<file path="src/rtl/fft_butterfly_pipe.sv">
// rtl/fft_butterfly_pipe.sv - radix-2 DIT butterfly, 3-stage pipeline with global stall
module fft_butterfly_pipe #(
    parameter int WIDTH     = 16,
    parameter int TW_WIDTH  = 16,
    parameter int TW_FRAC   = 14,
    parameter int TAG_WIDTH = 8
) (
    input  logic                 clk_i,
    input  logic                 rst_n_i,
    input  logic                 in_valid_i,
    output logic                 in_ready_o,
    input  logic [WIDTH-1:0]     x1_real_i,
    input  logic [WIDTH-1:0]     x1_imag_i,
    input  logic [WIDTH-1:0]     x2_real_i,
    input  logic [WIDTH-1:0]     x2_imag_i,
    input  logic [TW_WIDTH-1:0]  w_real_i,
    input  logic [TW_WIDTH-1:0]  w_imag_i,
    input  logic                 inverse_i,
    input  logic                 scale_i,
    input  logic [TAG_WIDTH-1:0] tag_i,
    output logic                 out_valid_o,
    input  logic                 out_ready_i,
    output logic [WIDTH-1:0]     X1_real_o,
    output logic [WIDTH-1:0]     X1_imag_o,
    output logic [WIDTH-1:0]     X2_real_o,
    output logic [WIDTH-1:0]     X2_imag_o,
    output logic [TAG_WIDTH-1:0] tag_o,
    output logic [3:0]           ovf_o,
    input  logic                 clr_ovf_i,
    output logic [3:0]           ovf_sticky_o
);

    localparam int PW = WIDTH + TW_WIDTH + 2;
    localparam int SW = WIDTH + 3;
    localparam logic signed [PW-1:0] RND  = PW'(1) <<< (TW_FRAC - 1);
    localparam logic signed [SW-1:0] SMAX = SW'((1 << (WIDTH - 1)) - 1);
    localparam logic signed [SW-1:0] SMIN = ~SMAX;

    logic advance;
    assign advance    = !out_valid_o || out_ready_i;
    assign in_ready_o = advance;

    logic                        s1_valid, s1_inv, s1_scale;
    logic signed [WIDTH-1:0]     s1_x1r, s1_x1i, s1_x2r, s1_x2i;
    logic signed [TW_WIDTH-1:0]  s1_wr, s1_wi;
    logic [TAG_WIDTH-1:0]        s1_tag;

    logic                        s2_valid, s2_scale;
    logic signed [WIDTH-1:0]     s2_x1r, s2_x1i;
    logic signed [WIDTH+1:0]     s2_pr, s2_pi;
    logic [TAG_WIDTH-1:0]        s2_tag;

    // One extra bit so conjugating the most negative twiddle cannot wrap.
    logic signed [TW_WIDTH:0]    wi_ext, wi_eff;
    logic signed [PW-1:0]        full_r, full_i;

    assign wi_ext = {s1_wi[TW_WIDTH-1], s1_wi};
    assign wi_eff = s1_inv ? -wi_ext : wi_ext;
    assign full_r = PW'(s1_x2r) * PW'(s1_wr) - PW'(s1_x2i) * PW'(wi_eff);
    assign full_i = PW'(s1_x2r) * PW'(wi_eff) + PW'(s1_x2i) * PW'(s1_wr);

    function automatic logic [WIDTH:0] finish_comp(input logic signed [SW-1:0] sum,
                                                   input logic scale);
        logic signed [SW-1:0] v;
        v = scale ? (sum >>> 1) : sum;
        if (v > SMAX)
            return {1'b1, SMAX[WIDTH-1:0]};
        else if (v < SMIN)
            return {1'b1, SMIN[WIDTH-1:0]};
        else
            return {1'b0, v[WIDTH-1:0]};
    endfunction

    logic signed [SW-1:0] x1r_ext, x1i_ext, pr_ext, pi_ext;
    logic [WIDTH:0]       r1r, r1i, r2r, r2i;

    assign x1r_ext = SW'(s2_x1r);
    assign x1i_ext = SW'(s2_x1i);
    assign pr_ext  = SW'(s2_pr);
    assign pi_ext  = SW'(s2_pi);
    assign r1r = finish_comp(x1r_ext + pr_ext, s2_scale);
    assign r1i = finish_comp(x1i_ext + pi_ext, s2_scale);
    assign r2r = finish_comp(x1r_ext - pr_ext, s2_scale);
    assign r2i = finish_comp(x1i_ext - pi_ext, s2_scale);

    always_ff @(posedge clk_i or negedge rst_n_i) begin
        if (!rst_n_i) begin
            s1_valid <= 1'b0;
            s1_inv   <= 1'b0;
            s1_scale <= 1'b0;
            s1_x1r   <= '0;
            s1_x1i   <= '0;
            s1_x2r   <= '0;
            s1_x2i   <= '0;
            s1_wr    <= '0;
            s1_wi    <= '0;
            s1_tag   <= '0;
            s2_valid <= 1'b0;
            s2_scale <= 1'b0;
            s2_x1r   <= '0;
            s2_x1i   <= '0;
            s2_pr    <= '0;
            s2_pi    <= '0;
            s2_tag   <= '0;
            out_valid_o <= 1'b0;
            X1_real_o   <= '0;
            X1_imag_o   <= '0;
            X2_real_o   <= '0;
            X2_imag_o   <= '0;
            tag_o       <= '0;
            ovf_o       <= '0;
        end else if (advance) begin
            s1_valid <= in_valid_i;
            s1_inv   <= inverse_i;
            s1_scale <= scale_i;
            s1_x1r   <= x1_real_i;
            s1_x1i   <= x1_imag_i;
            s1_x2r   <= x2_real_i;
            s1_x2i   <= x2_imag_i;
            s1_wr    <= w_real_i;
            s1_wi    <= w_imag_i;
            s1_tag   <= tag_i;
            s2_valid <= s1_valid;
            s2_scale <= s1_scale;
            s2_x1r   <= s1_x1r;
            s2_x1i   <= s1_x1i;
            s2_pr    <= (WIDTH+2)'((full_r + RND) >>> TW_FRAC);
            s2_pi    <= (WIDTH+2)'((full_i + RND) >>> TW_FRAC);
            s2_tag   <= s1_tag;
            out_valid_o <= s2_valid;
            X1_real_o   <= r1r[WIDTH-1:0];
            X1_imag_o   <= r1i[WIDTH-1:0];
            X2_real_o   <= r2r[WIDTH-1:0];
            X2_imag_o   <= r2i[WIDTH-1:0];
            tag_o       <= s2_tag;
            ovf_o       <= {r2i[WIDTH], r2r[WIDTH], r1i[WIDTH], r1r[WIDTH]};
        end
    end

    // A set arriving in the same cycle as a clear survives.
    always_ff @(posedge clk_i or negedge rst_n_i) begin
        if (!rst_n_i)
            ovf_sticky_o <= '0;
        else
            ovf_sticky_o <= (clr_ovf_i ? 4'b0000 : ovf_sticky_o)
                          | ((out_valid_o && out_ready_i) ? ovf_o : 4'b0000);
    end

endmodule

</file>
<file path="config.mk">
export PLATFORM = sky130hd
export DESIGN_NAME = fft_butterfly_pipe
export DESIGN_NICKNAME = d
export VERILOG_FILES = /design/src/rtl/fft_butterfly_pipe.sv
export SDC_FILE = /design/constraint.sdc
export NUM_CORES = 2
export LEC_CHECK = 0
export BUFFER_PORTS_ARGS = -buffer_cell sky130_fd_sc_hd__buf_4
export CORE_ASPECT_RATIO = 1.5
export CORE_MARGIN = 2
export CORE_UTILIZATION = 50
export CTS_BUF_LIST = sky130_fd_sc_hd__clkbuf_8 sky130_fd_sc_hd__clkbuf_16
export DETAILED_ROUTE_END_ITERATION = 8
export GPL_TIMING_DRIVEN = 0
export PLACE_DENSITY = 0.67
export SETUP_SLACK_MARGIN = 0.1
export SLEW_MARGIN = 10
export SYNTH_ARGS = -nofsm -noshare
export SYNTH_HDL_FRONTEND = slang
export SYNTH_SLANG_ARGS = --single-unit
</file>
<file path="constraint.sdc">
create_clock -name clk_i -period 24.2 [get_ports clk_i]
set_input_delay 1.21 -clock clk_i [delete_from_list [all_inputs] [get_ports clk_i]]
set_output_delay 1.21 -clock clk_i [all_outputs]
set_load 0.1 [all_outputs]
</file>
After elaboration in Yosys (flattened, before gate mapping) --
Cells that the tools add are included.
Word-level totals: input port bits 111, word-level logic and storage cells 65, register bits after elaboration 266, output and inout port bits 82
Operators by class: muxes and demuxes 15, multiply operators 4, add/sub/neg operators 9, bitwise operators 1, order comparisons 8, reduce and logical (&&, ||, !) cells 3
Operators with widths (count):
- $mux 17 | 9
- $gt 19x16->1 const B | 4
- $lt 19x16->1 const B | 4
- $mux 18 | 4
- $add 32x15->32 const B | 2
- $mul 16x16->32 | 2
- $mul 16x17->32 | 2
- $add 16x18->19 | 2
- $sub 16x18->19 | 2
- $add 32x32->32 | 1
- $sub 32x32->32 | 1
- $neg 16->17 | 1
- $mux 4 | 2
- $or 4x4->4 | 1
- $logic_and 1x1->1 | 1
- $logic_not 1->1 | 1
- $logic_or 1x1->1 | 1

Logic depth before layout (Yosys ltp) --
depth in word-level cells 5, depth in mapped cells 36, depth with buffers taken out 34

Least setup slack after synthesis --
Ideal clock, no wire load.
path type reg2reg, start register s1_wi[0], end register s2_pi[15], period minus slack after synthesis 8.693 ns, arrival 8.506 ns, cell stages (with the launch flop) 34, setup slack 15.507 ns, path buffers 2, library setup time 0.187 ns, data required time 24.013 ns, cell sequence dfrtp_1 -> clkbuf_1 -> inv_1 -> ha_1 -> nand3_1 -> or3_1 -> o41ai_1 -> xnor2_1 -> clkbuf_1 -> and2_1 -> fa_1 -> inv_1 -> fa_1 -> fa_1 -> fa_1 -> inv_1 -> fa_1 -> inv_1 -> fa_1 -> inv_1 -> fa_1 -> inv_1 -> fa_1 -> inv_1 -> ha_1 -> or3_1 -> nor3_1 -> a2111o_1 -> nand3_1 -> o311ai_0 -> a21oi_1 -> or4_1 -> nand2_1 -> a21oi_1
Between the ends: longest elaborated chain between the ends 5
RTL lines:
- start, declared | line 45 | logic signed [TW_WIDTH-1:0] s1_wr, s1_wi;
- start signal, assigned | line 121 | s1_wi <= w_imag_i;
- $neg 16->17 | line 58 | assign wi_eff = s1_inv ? -wi_ext : wi_ext;
- $mux 17 * | line 58
- $mul 16x17->32 * | line 60 | assign full_i = PW'(s1_x2r) * PW'(wi_eff) + PW'(s1_x2i) * PW'(s1_wr);
- $add 32x32->32 * | line 60
- $add 32x15->32 * | line 128 | s2_pi <= (WIDTH+2)'((full_i + RND) >>> TW_FRAC);
- end signal, assigned | line 128
- end, declared | line 50 | logic signed [WIDTH+1:0] s2_pr, s2_pi;
Mark *: on every way between the ends. The rest lies on a longest branch, timed or not. A chain may end at the register's enable or synchronous reset.

Worst setup path after layout --
start register s1_wi[0], end register s2_pr[16]
Between the ends: longest elaborated chain between the ends 5
RTL lines:
- $neg 16->17 | line 58
- $mux 17 * | line 58
- $mul 16x17->32 * | line 59 | assign full_r = PW'(s1_x2r) * PW'(s1_wr) - PW'(s1_x2i) * PW'(wi_eff);
- $sub 32x32->32 * | line 59
- $add 32x15->32 * | line 127 | s2_pr <= (WIDTH+2)'((full_r + RND) >>> TW_FRAC);
- end signal, assigned | line 127
- end, declared | line 50
Marked as above.

==> impl_metrics.toml <==
[outcome]
status = "finished, final reports clean"

[synth]
async_reset_ff_share_pct = 100
synth_cells = 6042
avgSynthCellArea_um2 = 9.00
synth-seq-cells = 266
synth_area_um2 = 54400
synth_edf_count = 0
yosys_warnings = 0
synth-seq-area-share_pct = 12.2
yosys_most_used_dff = "dfrtp_1"
synth_nets = 7691
ys_types = 79

[floorplan]
die_h_um = 408
initial_core_util_pct = 50.3
ios = 193
die_area_um2 = 111000
die_x_um = 273
coreArea_um2 = 108000
rows = 148

[setup_path]
cp_slowest_stage_delay_ns = 0.86
worstPathArrival_ns = 13.07
cp_common_cell = "fa_1"
crit_type = "flop to flop"
required_ns = 24.67
crit_path_start_kind = "flop"
crit_path_top_delay_cell = "clkbuf_1"
worstPathMaxFanout = 10
critPathCaptureType = "flop"

[clocking]
cts_tree = "built"
cts_buffer_depth = 3
postCtsSetupBuffers = 0
cts.repair.resized = 0
cts-buffers-inserted = 31
clkSlewWorstSetupHoldPaths_ns = 0.07
clock_latency_ns = 0.69
h-tree-depth = 1
clock_sinks = 266
cts_root_buf = "clkbuf_16"
ctsHoldBuffers = 0

[detailed_routing]
vias = 43100
via_per_inst = 5.58
drt_iter0_drc = 3405
dr.pass1.iters = 5
wl_per_cell_um = 28.0
final_antenna_net_count = 0
drc = 0
drt-total-wl_um = 217000

[timing]
fin_crit_sh_pct = 52.1
slew_headroom_pct = 3.74
min_period_ns = 12.61
tightestPinTransition_ns = 1.44
setup_viol = 0
tns_ns = 0
fmax_ghz = 0.0793
drv_slew = 0
skew_ns = 0.0713
rsz0062_at_grt = "no"
hold_viol = 0

[global_routing]
grt_start_max_net_pins = 104
track_usage_pct = 40.1
gr-total-overflow = 0
first_global_vias = 46800
antenna_found_initial = 24
grt_pass1_wl_um = 314000

[final_layout]
nets = 7919
final_common_cell = "inv_1"
fin_area_um2 = 58900
reg.largest.list = "s2_pi (18), s2_pr (18)"
n_fill_cell = 10200
drive_above_1_share_pct = 5.15
finalNonFillerCells = 7731
layout_common_cells = "inv_1 (1466), fa_1 (1168), nand2_1 (1087), and2_1 (434), ha_1 (370)"
area_delta_synth_final_pct = 8.25
fin_util_pct = 54.4

[place]
place_hpwl_um = 178000
port_buffers = 192
placed_cells = 7662
gp_congestion = 1.04
dpl_cell_area_um2 = 57700

[flow_run]
drv_cap = 0

[worst_hold_path]
min_path_type = "flop to flop"
final cells by class:
cell class | instances | area, µm² | area share, %
Timing Repair Buffer | 195 | 1520 | 2.58
Inverter | 1468 | 5510 | 9.36
Sequential cell | 266 | 6660 | 11.3
Antenna cell | 12 | 30.0 | 0.0510
Tap cell | 1425 | 1780 | 3.03
Multi-Input combinational cell | 4021 | 41100 | 69.8
Clock inverter | 18 | 250 | 0.425
Clock buffer | 39 | 886 | 1.51
Buffer | 287 | 1120 | 1.91
synthesized netlist by cell type, types with 34 or more instances:
library cell	number	area [µm²]
a21oi_1	106	531
ha_1	370	4630
dfrtp_1	266	6660
fa_1	1168	23400
nor2b_1	34	213
nor3_1	37	185
nand2_1	1087	4080
inv_1	1463	5490
nor2_1	148	556
clkbuf_1	271	1020
xnor2_1	119	1040
nand2b_1	44	275
and2_1	434	2720
o21ai_0	102	510
metal layers:
layer	global-route usage, %	up-vias	wire [µm]
li1	-	18100	-
met1	42.3	21900	68900
met2	66.7	2236	104000
met3	8.26	874	17800
met4	37.0	16	26300
met5	0	-	132
through the flow:
step	hold WS, ns	setup WS, ns
6_report	0.468	11.59
4_1_cts	0.469	11.71
2_1_floorplan	0.430	15.51
5_1_grt	0.483	11.40
3_5_place_dp	0.455	11.75
3_3_place_gp	0.449	11.78
cells by family after synthesis:
| logic type | after synthesis | synth area share (%) |
|---|---|---|
| buffers and inverters | 1755 | 12.2 |
| AO/OA/AOI/OAI | 431 | 5.30 |
| flip-flops | 266 | 12.2 |
| adder cells (fa/ha/maj) | 1538 | 51.5 |
| XOR/XNOR | 148 | 2.38 |
| AND/OR/NAND/NOR | 1874 | 15.8 |
| multiplexers | 30 | 0.559 |
path summary, 6_finish.rpt:
| path | startpoint | end | slack, ns | depth (start not counted) |
|---|---|---|---|---|
| worst max-delay path | s1_wi[0] | s2_pr[16] | 11.59 | 30 |
| worst min-delay path | s1_tag[1] | s1_tag[1] | 0.47 | 2 |
| worst max register to register | s1_wi[0] | s2_pr[16] | 11.59 | 30 |
| worst min register to register | s1_tag[1] | s1_tag[1] | 0.47 | 2 |
| max in group asynchronous | rst_n_i | s1_wi[10] | 22.67 | 2 |
| min in group asynchronous | rst_n_i | X2_imag_o[15] | 0.57 | 1 |
critical path, delay by kind of cell (launching register included):
kind	cells	cell delay [ns]
adder cells (fa/ha/maj)	10	5.12
buffers and inverters	8	3.19
AO/OA/AOI/OAI	5	1.26
AND/OR/NAND/NOR	5	1.13
XOR/XNOR	1	0.74
flip-flops	1	0.67
multiplexers	1	0.28
Power is not shown: default switching activity piles up to over one toggle a cycle in this logic, so the estimate is an artifact.
